$ cat src/rtl/rv32_fetch_pkg.sv
// Shared RV32 pipeline constants used by fetch and decode.
package rv32_fetch_pkg;

    localparam logic [31:0] RV32_INSTR_NOP  = 32'h0000_0013;
    localparam logic [31:0] RV32_ALIGN_MASK = 32'h0000_0003;
    localparam logic [31:0] RV32_INSTR_SIZE = 32'd4;

    function automatic logic rv32_is_aligned(input logic [31:0] addr);
        return (addr & RV32_ALIGN_MASK) == 32'h0;
    endfunction

endpackage

$ cat src/rtl/rv32_fetch_if.sv
// Instruction-memory read channel: fetch is the master, memory the slave.
interface rv32_fetch_if;
    logic        mem_read_out;
    logic [31:0] mem_address_out;
    logic        mem_ready_in;
    logic [31:0] mem_read_value_in;

    modport master (
        output mem_read_out,
        output mem_address_out,
        input  mem_ready_in,
        input  mem_read_value_in
    );

    modport slave (
        input  mem_read_out,
        input  mem_address_out,
        output mem_ready_in,
        output mem_read_value_in
    );
endinterface

$ cat src/rtl/rv32_fetch.sv
// Instruction fetch stage: PC register, memory request and the pc/instr slot
// presented to decode, with stall and redirect handling.
module rv32_fetch
    import rv32_fetch_pkg::*;
#(
    parameter logic [31:0] RESET_VECTOR = 32'h0000_0000
) (
    input  logic        clk,
    input  logic        reset,
    input  logic        stall_in,
    input  logic        branch_taken_in,
    input  logic [31:0] branch_pc_in,
    rv32_fetch_if.master mem,
    output logic        valid_out,
    output logic [31:0] pc_out,
    output logic [31:0] instr_out,
    output logic        misaligned_out
);

    logic [31:0] fetch_pc, fetch_pc_nxt;
    logic        valid_nxt, misaligned_nxt;
    logic [31:0] pc_nxt, instr_nxt;
    logic        accept, aligned;

    // A bubble never stalls: only a live, unconsumed slot blocks the stage.
    assign accept  = !(valid_out && stall_in);
    assign aligned = rv32_is_aligned(fetch_pc);

    assign mem.mem_read_out    = !reset && !branch_taken_in && aligned && accept;
    assign mem.mem_address_out = fetch_pc;

    always_comb begin
        fetch_pc_nxt   = fetch_pc;
        valid_nxt      = valid_out;
        misaligned_nxt = misaligned_out;
        pc_nxt         = pc_out;
        instr_nxt      = instr_out;

        if (branch_taken_in) begin
            // Any read completing this cycle is dropped; the target is fetched next cycle.
            fetch_pc_nxt   = branch_pc_in;
            valid_nxt      = 1'b0;
            misaligned_nxt = 1'b0;
        end else if (accept) begin
            if (!aligned) begin
                pc_nxt         = fetch_pc;
                instr_nxt      = RV32_INSTR_NOP;
                valid_nxt      = 1'b1;
                misaligned_nxt = 1'b1;
            end else if (mem.mem_ready_in) begin
                pc_nxt         = fetch_pc;
                instr_nxt      = mem.mem_read_value_in;
                valid_nxt      = 1'b1;
                misaligned_nxt = 1'b0;
                fetch_pc_nxt   = fetch_pc + RV32_INSTR_SIZE;
            end else begin
                valid_nxt      = 1'b0;
            end
        end
    end

    always_ff @(posedge clk or posedge reset) begin
        if (reset) begin
            fetch_pc       <= RESET_VECTOR;
            valid_out      <= 1'b0;
            misaligned_out <= 1'b0;
            pc_out         <= 32'h0;
            instr_out      <= RV32_INSTR_NOP;
        end else begin
            fetch_pc       <= fetch_pc_nxt;
            valid_out      <= valid_nxt;
            misaligned_out <= misaligned_nxt;
            pc_out         <= pc_nxt;
            instr_out      <= instr_nxt;
        end
    end

endmodule

$ cat src/flat_wrapper.sv
// flat-port wrapper written by rule: the top's interface ports become plain ports
module rv32_fetch_flat import rv32_fetch_pkg::*;
#(
    parameter logic [31:0] RESET_VECTOR = 32'h0000_0000
)
  (clk, reset, stall_in, branch_taken_in, branch_pc_in, valid_out, pc_out, instr_out, misaligned_out, mem_mem_read_out, mem_mem_address_out, mem_mem_ready_in, mem_mem_read_value_in);
  rv32_fetch_if mem_i ();
  input  logic clk;
  input  logic reset;
  input  logic stall_in;
  input  logic branch_taken_in;
  input  logic [31:0] branch_pc_in;
  output logic valid_out;
  output logic [31:0] pc_out;
  output logic [31:0] instr_out;
  output logic misaligned_out;
  output wire logic [$bits(mem_i.mem_read_out)-1:0] mem_mem_read_out;
  output wire logic [$bits(mem_i.mem_address_out)-1:0] mem_mem_address_out;
  input wire logic [$bits(mem_i.mem_ready_in)-1:0] mem_mem_ready_in;
  input wire logic [$bits(mem_i.mem_read_value_in)-1:0] mem_mem_read_value_in;
  assign mem_mem_read_out = mem_i.mem_read_out;
  assign mem_mem_address_out = mem_i.mem_address_out;
  assign mem_i.mem_ready_in = mem_mem_ready_in;
  assign mem_i.mem_read_value_in = mem_mem_read_value_in;
  rv32_fetch #(.RESET_VECTOR(RESET_VECTOR)) u_core (.clk(clk), .reset(reset), .stall_in(stall_in), .branch_taken_in(branch_taken_in), .branch_pc_in(branch_pc_in), .mem(mem_i), .valid_out(valid_out), .pc_out(pc_out), .instr_out(instr_out), .misaligned_out(misaligned_out));
endmodule
$ cat config.mk
export PLATFORM = sky130hd
export DESIGN_NAME = rv32_fetch_flat
export DESIGN_NICKNAME = d
export VERILOG_FILES = /design/src/rtl/rv32_fetch_pkg.sv /design/src/rtl/rv32_fetch_if.sv /design/src/rtl/rv32_fetch.sv /design/src/flat_wrapper.sv
export SDC_FILE = /design/constraint.sdc
export NUM_CORES = 1
export LEC_CHECK = 0
export BUFFER_PORTS_ARGS = -buffer_cell sky130_fd_sc_hd__buf_2
export CORE_ASPECT_RATIO = 0.75
export CORE_MARGIN = 2
export CORE_UTILIZATION = 50
export DETAILED_ROUTE_END_ITERATION = 16
export PLACE_DENSITY = 0.92
export SLEW_MARGIN = 25
export SYNTH_ARGS = -nofsm -noshare
export SYNTH_HDL_FRONTEND = slang
export SYNTH_SLANG_ARGS = --single-unit
export TNS_END_PERCENT = 100
$ cat constraint.sdc
create_clock -name clk -period 9.93 [get_ports clk]
set_input_delay 1.986 -clock clk [delete_from_list [all_inputs] [get_ports clk]]
set_output_delay 1.986 -clock clk [all_outputs]
set_load 0.02 [all_outputs]
==> metrics.md, run 1 <==
| Metric | Value |
|---|---|
| Synth Cell Area | `approximately 0.0045 mm^2` |
| Final Slew Violations | `0` |
| Worst R2R Path Depth | `4` |
| Hold Crit Class | `reg2reg` |
| PwrDens | `a little over 200 mW/mm^2` |
| RePlAce Congestion | `0.859` |
| Die Height | `~86 um` |
| Slew @ Worst Pin | `949 ps` |
| Yosys warns | `0` |
| Fill cells | `703` |
| Post-synthesis sequential area ratio | `a little over half` |
| CTS Buf Count | `9` |
| Hold_buf cts | `0` |
| IO Port Bufs | `167` |
| Most frequent CP cell | `buf_2` |
| Commonest non-fill, non-tap cell in the layout | `buf_2` |
| Worst r2r src | `u_core.mem.mem_address_out[11]` |
| RSZ-0062 raised after global routing | `no` |
| Min Tclk post-route | `slightly below 5000 ps` |
| CP max FO | `between 40 and 50` |
| Setup WS post-layout | `5020 ps` |
| Initial drt markers | `335` |
| Root buffer cell | `clkbuf_16` |
| CTS tree | `done` |
| Pin count of the biggest net entering global routing | `between 80 and 90` |
| Post-synthesis net count | `527` |
| Leak | `2.71 nW` |
| Total Routed Length | `12,200 um` |
| Residual DRC count | `0` |
| Synth Flop Type | `dfrtp_1` |
| Synthesized area per cell | `9.84 um^2` |
| Critical Path RT | `7940 ps` |
| Clock-pin slew on the worst setup and hold paths | `70 ps` |
| Status | `complete, no violations` |
| #FFs+latches synth | `98` |
| Wire length per cell | `16.8 um` |
| Crit path cell chain | `buf_2 > nor3_1 > buf_2` |
| Via/cell ratio | `5.80` |
| WHS Path Cells | `2` |
| Post-synth EDFFs | `0` |
| HPWL after DPL | `8740 um` |
| N_diodes | `0` |
| # clock sinks | `98` |
| Setup slack, reg-to-reg | `7590 ps` |
| Post-route cell area | `0.00575 mm^2` |
| CTS Buffer Depth | `2` |
| Starting Density | `52.3%` |
| Synth cell types | `43` |
| Cell count after synthesis | `between 400 and 500` |
| Vias | `4,213` |
| Vias in the first global route | `4,152` |
| DRT Pass-1 Iters | `5` |
| Reg-to-reg endpoint | `u_core.mem.mem_address_out[17]` |
| Layout Cells excl Fill | `726` |
| Hold Startpoint | `u_core.instr_out[20]` |
| CP peak stage delay | `590 ps` |
| Most frequent cells in the layout | `167 x buf_2, 98 x nand2_1, 95 x dfrtp_1` |
| First-pass GRT wire length | `19,800 um` |
| Clk_lat worst skew | `around 350 ps` |
| VDD IR max | `0.170 mV` |
| Share of flip-flops with an asynchronous set or reset | `100%` |
| Hold slack | `480 ps` |
| CTS resizes | `0` |
| Max transition margin | `36.1%` |
| Cell family with most CP delay | `buffers and inverters` |
| Placed Area | `0.00538 mm^2` |
| Final Util | `66.9%` |
| Critical-path top delay cell | `buf_2` |
| Crit path buf inv count | `2` |
| Post-CTS setup buffer count | `0` |
| Hold Crit Endpoint | `u_core.instr_out[20]` |
| CTS HTree Levels | `3` |
| Area grow syn2layout | `27.9%` |
| Critical path type | `in2out` |
| Fmax achieved | `204 MHz` |
| Nets@finish | `a little under 700` |
| # placed instances | `710` |
| Hold Fails Final Rpt | `0` |
| Io pins | `168` |
| Max Cap Viol | `0` |
| Crit start category | `input port` |
| CP endpoint kind | `output port` |
| GRT Overall Usage | `around a quarter` |
| Core area | `0.00860 mm^2` |
| Pre-CTS setup slack | `4920 ps` |
| Die width | `between 100 and 150 um` |
| Crit share post-route | `49.5%` |
| Data arrival, critical path | `2930 ps` |
| Count of final setup violators | `0` |
| Rows | `29` |
| Antenna violations before repair | `0` |
| Setup clock skew after layout | `10.8 ps` |
| Layout cells sized above 1 | `35.6%` |
| Total power | `1.18 mW` |
| Grt ovf | `0` |
| Die area | `0.00978 mm^2` |
| Setup TNS Final | `0 ps` |
| Antenna viol nets, final | `0` |
[power by group]
part / internal [mW] / leakage (nW) / switching [mW]
clock: 0.273 / 0.173 / 0.154
sequential: 0.456 / 1.20 / 0.0451
combinational: 0.0909 / 1.33 / 0.160
[metal layers]
metal  wire length (um)  global-route usage (%)  vias up
met2               5630                    41.0      223
met3               1020                    6.78       26
met4                234                    9.65        0
met1               5300                    34.2     2006
met5                  0                       0        -
li1                   -                       -     1958
[sequential cells by signal (all words and copies together) (netlist names)]
| signal | count |
|---|---|
| u_core.misaligned_out | 1 |
| u_core.instr_out | 32 |
| u_core.valid_out | 1 |
| u_core.pc_out | 32 |
| u_core.mem.mem_address_out | 32 |
[how the worst max path moves through the flow]
stage	from	endpoint	cells after the start
detailed placement	branch_taken_in	u_core.pc_out[26]	5
global route	branch_taken_in	u_core.pc_out[9]	5
finish	branch_taken_in	mem_mem_read_out	3
floorplan	branch_taken_in	mem_mem_read_out	4
global placement	branch_taken_in	mem_mem_read_out	3
CTS	branch_taken_in	mem_mem_read_out	3
[cell usage after synthesis, types with 5 or more instances]
master | number | share of area (%)
nand2_1 | 98 | 8.2
dfrtp_1 | 95 | 53
o21ai_0 | 51 | 5.7
mux2_2 | 26 | 6.5
nand3_1 | 23 | 2.6
nor2_1 | 20 | 1.7
clkbuf_1 | 16 | 1.3
nand4_1 | 12 | 1.7
or4_1 | 11 | 1.8
a31oi_1 | 10 | 1.4
inv_1 | 9 | 0.75
o31ai_1 | 9 | 1.5
and4_1 | 6 | 1.2
nor4_1 | 6 | 0.83
and3_1 | 5 | 0.70
xnor2_1 | 5 | 0.97
[kinds of logic after synthesis]
kind of cell | Yosys count | share of synthesized area [%]
AO/OA/AOI/OAI | 91 | 12.5
adder cells (fa/ha/maj) | 1 | 0.278
buffers and inverters | 35 | 3.37
XOR/XNOR | 9 | 1.75
AND/OR/NAND/NOR | 196 | 20.8
multiplexers | 27 | 6.73
flip-flops | 98 | 54.6
[cell type report]
type                    count  area [um^2]  area share, %
clock buffers              10          229           3.98
clock inverters             6          136           2.37
inverters                  10         40.0          0.696
multi-input cells         324         1900           33.0
flip-flops and latches     98         2460           42.7
well taps                 108          135           2.35
repair buffers            170          858           14.9
[worst min-delay path: cells and delay by family (launching register included)]
kind / cells / cell delay, ps
flops: 1 / 340
compound gates: 1 / 60
simple gates: 1 / 50
No activity file was read; power rests on OpenSTA's default activity.
==> inputs of run 2 (changes only) <==
--- a/config.mk
+++ b/config.mk
@@ -5,12 +5,13 @@
 export SDC_FILE = /design/constraint.sdc
 export NUM_CORES = 1
 export LEC_CHECK = 0
+export ABC_AREA = 1
 export BUFFER_PORTS_ARGS = -buffer_cell sky130_fd_sc_hd__buf_2
 export CORE_ASPECT_RATIO = 0.75
 export CORE_MARGIN = 2
 export CORE_UTILIZATION = 50
 export DETAILED_ROUTE_END_ITERATION = 16
-export PLACE_DENSITY = 0.92
+export PLACE_DENSITY = 0.9
 export SLEW_MARGIN = 25
 export SYNTH_ARGS = -nofsm -noshare
 export SYNTH_HDL_FRONTEND = slang
==> constraint.sdc (replaced) <==
create_clock -name clk -period 4.6 [get_ports clk]
set_input_delay 0.92 -clock clk [delete_from_list [all_inputs] [get_ports clk]]
set_output_delay 0.92 -clock clk [all_outputs]
set_load 0.02 [all_outputs]
==> run 2 against run 1 <==
Effect of this change: total power is 130% higher; critical path depth is 1 higher; first-iteration DRC count is 75% higher; synthesized cell count is 44% higher; worst hold slack worse by 3.0 ps; largest cell class unchanged.
==> metrics.md, run 2 <==
| Metric | Value |
|---|---|
| Final Util | `63.8% (-3.1 points)` |
| Vias | `4,937 (+17%)` |
| Placed Area | `0.00584 mm^2 (+8.5%)` |
| Post-synthesis net count | `729 (+38%)` |
| Total Routed Length | `13,800 um (+13%)` |
| Vias in the first global route | `4,341 (+4.6%)` |
| IO Port Bufs | `167 (unchanged)` |
| Layout Cells excl Fill | `946 (+30%)` |
| Cell family with most CP delay | `simple AND/OR/NAND/NOR gates` |
| CP max FO | `33 (-31%)` |
| Synth area leader | `dfrtp_1` |
| #FFs+latches synth | `98 (unchanged)` |
| Setup TNS Final | `0 ps (unchanged)` |
| Post-CTS setup buffer count | `0 (unchanged)` |
| DRT Pass-1 Iters | `6 (+1)` |
| Share of flip-flops with an asynchronous set or reset | `100% (unchanged)` |
| Max transition margin | `47.5% (+11 points)` |
| Fill cells | `825 (+17%)` |
| Grt ovf | `0 (unchanged)` |
| Layout cells sized above 1 | `26.2% (-9.4 points)` |
| Clock-pin slew on the worst setup and hold paths | `60 ps (about the same)` |
| Die area | `0.0108 mm^2 (+10%)` |
| Die width | `119 um (+4.9%)` |
| Cell count after synthesis | `659 (+44%)` |
| Multi-input logic area | `0.00216 mm^2 (+14%)` |
| Critical-path top delay cell | `nor2_4` |
| Yosys warns | `0 (unchanged)` |
| # clock sinks | `98 (unchanged)` |
| Critical Path RT | `3680 ps (-4260 ps)` |
| Synth Flop Type | `dfrtp_1` |
| RSZ-0062 raised after global routing | `no` |
| N_diodes | `0 (unchanged)` |
| Synth Cell Area | `0.00496 mm^2 (+10%)` |
| Crit path cell chain | `nor2_4 > inv_1 > nor4_1 > buf_2` |
| Antenna violations before repair | `0 (unchanged)` |
| Root buffer cell | `clkbuf_16` |
| Clk_lat worst skew | `340 ps (about the same)` |
| Max Cap Viol | `0 (unchanged)` |
| Area grow syn2layout | `24.1%` |
| Final Slew Violations | `0 (unchanged)` |
| Most frequent cells in the layout | `232 x nand2_1, 167 x buf_2, 95 x dfrtp_1` |
| CTS Buf Count | `9 (unchanged)` |
| Setup clock skew after layout | `6.66 ps (-4.14 ps)` |
| Count of final setup violators | `0 (unchanged)` |
| Via/cell ratio | `5.22 (-10%)` |
| Reg area | `0.00246 mm^2 (unchanged)` |
| Hold Crit Class | `reg2reg` |
| Post-synth EDFFs | `0 (unchanged)` |
| PwrDens | `443 mW/mm^2 (+120%)` |
| Post-route cell area | `0.00616 mm^2 (+7.1%)` |
| Critical path type | `reg2out` |
| Hold Fails Final Rpt | `0 (unchanged)` |
| Die Height | `90.3 um (+4.8%)` |
| Crit start category | `flip-flop` |
| Data arrival, critical path | `2150 ps (-780 ps)` |
| Core area | `0.00966 mm^2 (+12%)` |
| GRT Overall Usage | `26.2% (+0.45 points)` |
| Starting Density | `51.4% (-0.89 points)` |
| RePlAce Congestion | `0.945 (+10%)` |
| HPWL after DPL | `9900 um (+13%)` |
| Fmax achieved | `325 MHz` |
| Most numerous cell in the Yosys netlist | `nand2_1` |
| Antenna viol nets, final | `0 (unchanged)` |
| Synthesized area per cell | `7.53 um^2 (-23%)` |
| CTS resizes | `0 (unchanged)` |
| Min Tclk post-route | `around 3000 ps` |
| First-pass GRT wire length | `22,300 um (+13%)` |
| Wire length per cell | `14.6 um (-13%)` |
| Rows | `31 (+6.9%)` |
| Residual DRC count | `0 (unchanged)` |
| # placed instances | `930 (+31%)` |
| Area fraction of the dominant cell type after synthesis | `47.9% (-5.0 points)` |
| Io pins | `168 (unchanged)` |
| CTS Buffer Depth | `2 (unchanged)` |
| Crit share post-route | `66.8%` |
| Synth cell count leaders | `232 x nand2_1, 95 x dfrtp_1, 78 x o21ai_0` |
| CP endpoint kind | `output port` |
| Hold_buf cts | `0 (unchanged)` |
| Synth top area cells | `dfrtp_1 48%, nand2_1 18%, o21ai_0 7.9%, nor2_1 5.1%, inv_1 3.7%` |
| Status | `complete, no violations` |
| Nets@finish | `879 (+29%)` |
| Leak | `3.23 nW (+19%)` |
| CP peak stage delay | `610 ps (+20 ps)` |
| Pin count of the biggest net entering global routing | `75 (-8.5%)` |
| Initial drt markers | `585 (+75%)` |
| Crit path buf inv count | `2 (unchanged)` |
| Setup slack, reg-to-reg | `1980 ps (-5610 ps)` |
| Post-synthesis sequential area ratio | `49.5% (-5.1 points)` |
| Synth cell types | `31 (-28%)` |
| CTS HTree Levels | `3 (unchanged)` |
| VDD IR max | `0.198 mV (+16%)` |
| Slew @ Worst Pin | `787 ps (-162 ps)` |
| Commonest non-fill, non-tap cell in the layout | `nand2_1` |
| CTS tree | `done` |
-- run 2: cell families (layout without fill, tap and decap cells) --
family | Yosys count | count (layout) | share of synthesized area, %
AND/OR/NAND/NOR | 363 | 363 | 30.8
adder cells (fa/ha/maj) | 1 | 1 | 0.252
AO/OA/AOI/OAI | 114 | 114 | 11.8
buffers and inverters | 82 | 237 | 7.46
XOR/XNOR | 1 | 1 | 0.176
flip-flops | 98 | 98 | 49.5
-- run 2: area by class of cell --
type | instances | share of cell area (%)
clock buffer | 12 | 4.00
clock inverter | 4 | 1.22
inverter | 51 | 3.27
timing repair buffer | 170 | 13.9
sequential | 98 | 39.9
multi-input combinational | 479 | 35.0
tap | 132 | 2.68
-- run 2: worst min-delay path: stages, from the launching register on --
cell     delay (ps)
dfrtp_1         340
nand2_1          50
o21ai_0          50
-- run 2: through the flow --
stage / hold WS, ps / total power [mW] / setup WS (ps)
after global routing: 499 / 2.87 / 1380
after floorplan: 519 / 1.63 / 1120
after global placement: 460 / 1.90 / 1630
final: 477 / 2.73 / 1530
after detailed placement: 469 / 1.92 / 1510
after CTS: 486 / 2.74 / 1510
-- run 2: worst paths after layout --
check / from / end / cells after the start
worst min-delay path: u_core.instr_out[8] / u_core.instr_out[8] / 2
worst max register to register: u_core.mem.mem_address_out[0] / u_core.instr_out[2] / 5
min in group asynchronous: reset / u_core.instr_out[19] / 2
max in group asynchronous: reset / u_core.instr_out[4] / 3
worst min register to register: u_core.instr_out[8] / u_core.instr_out[8] / 2
worst max-delay path: u_core.mem.mem_address_out[0] / mem_mem_read_out / 4
-- run 2: layer usage --
layer	GRT usage, %	up-vias	wire (um)
met5	0	-	0
met4	6.94	0	245
met3	7.07	25	1490
met2	38.9	269	5980
met1	38.0	2248	6080
li1	-	2395	-
-- run 2: power breakdown --
group          switching [mW]  internal (mW)  total [mW]
Combinational           0.530          0.237       0.767
Clock                   0.322          0.492       0.814
Sequential              0.133           1.02        1.15
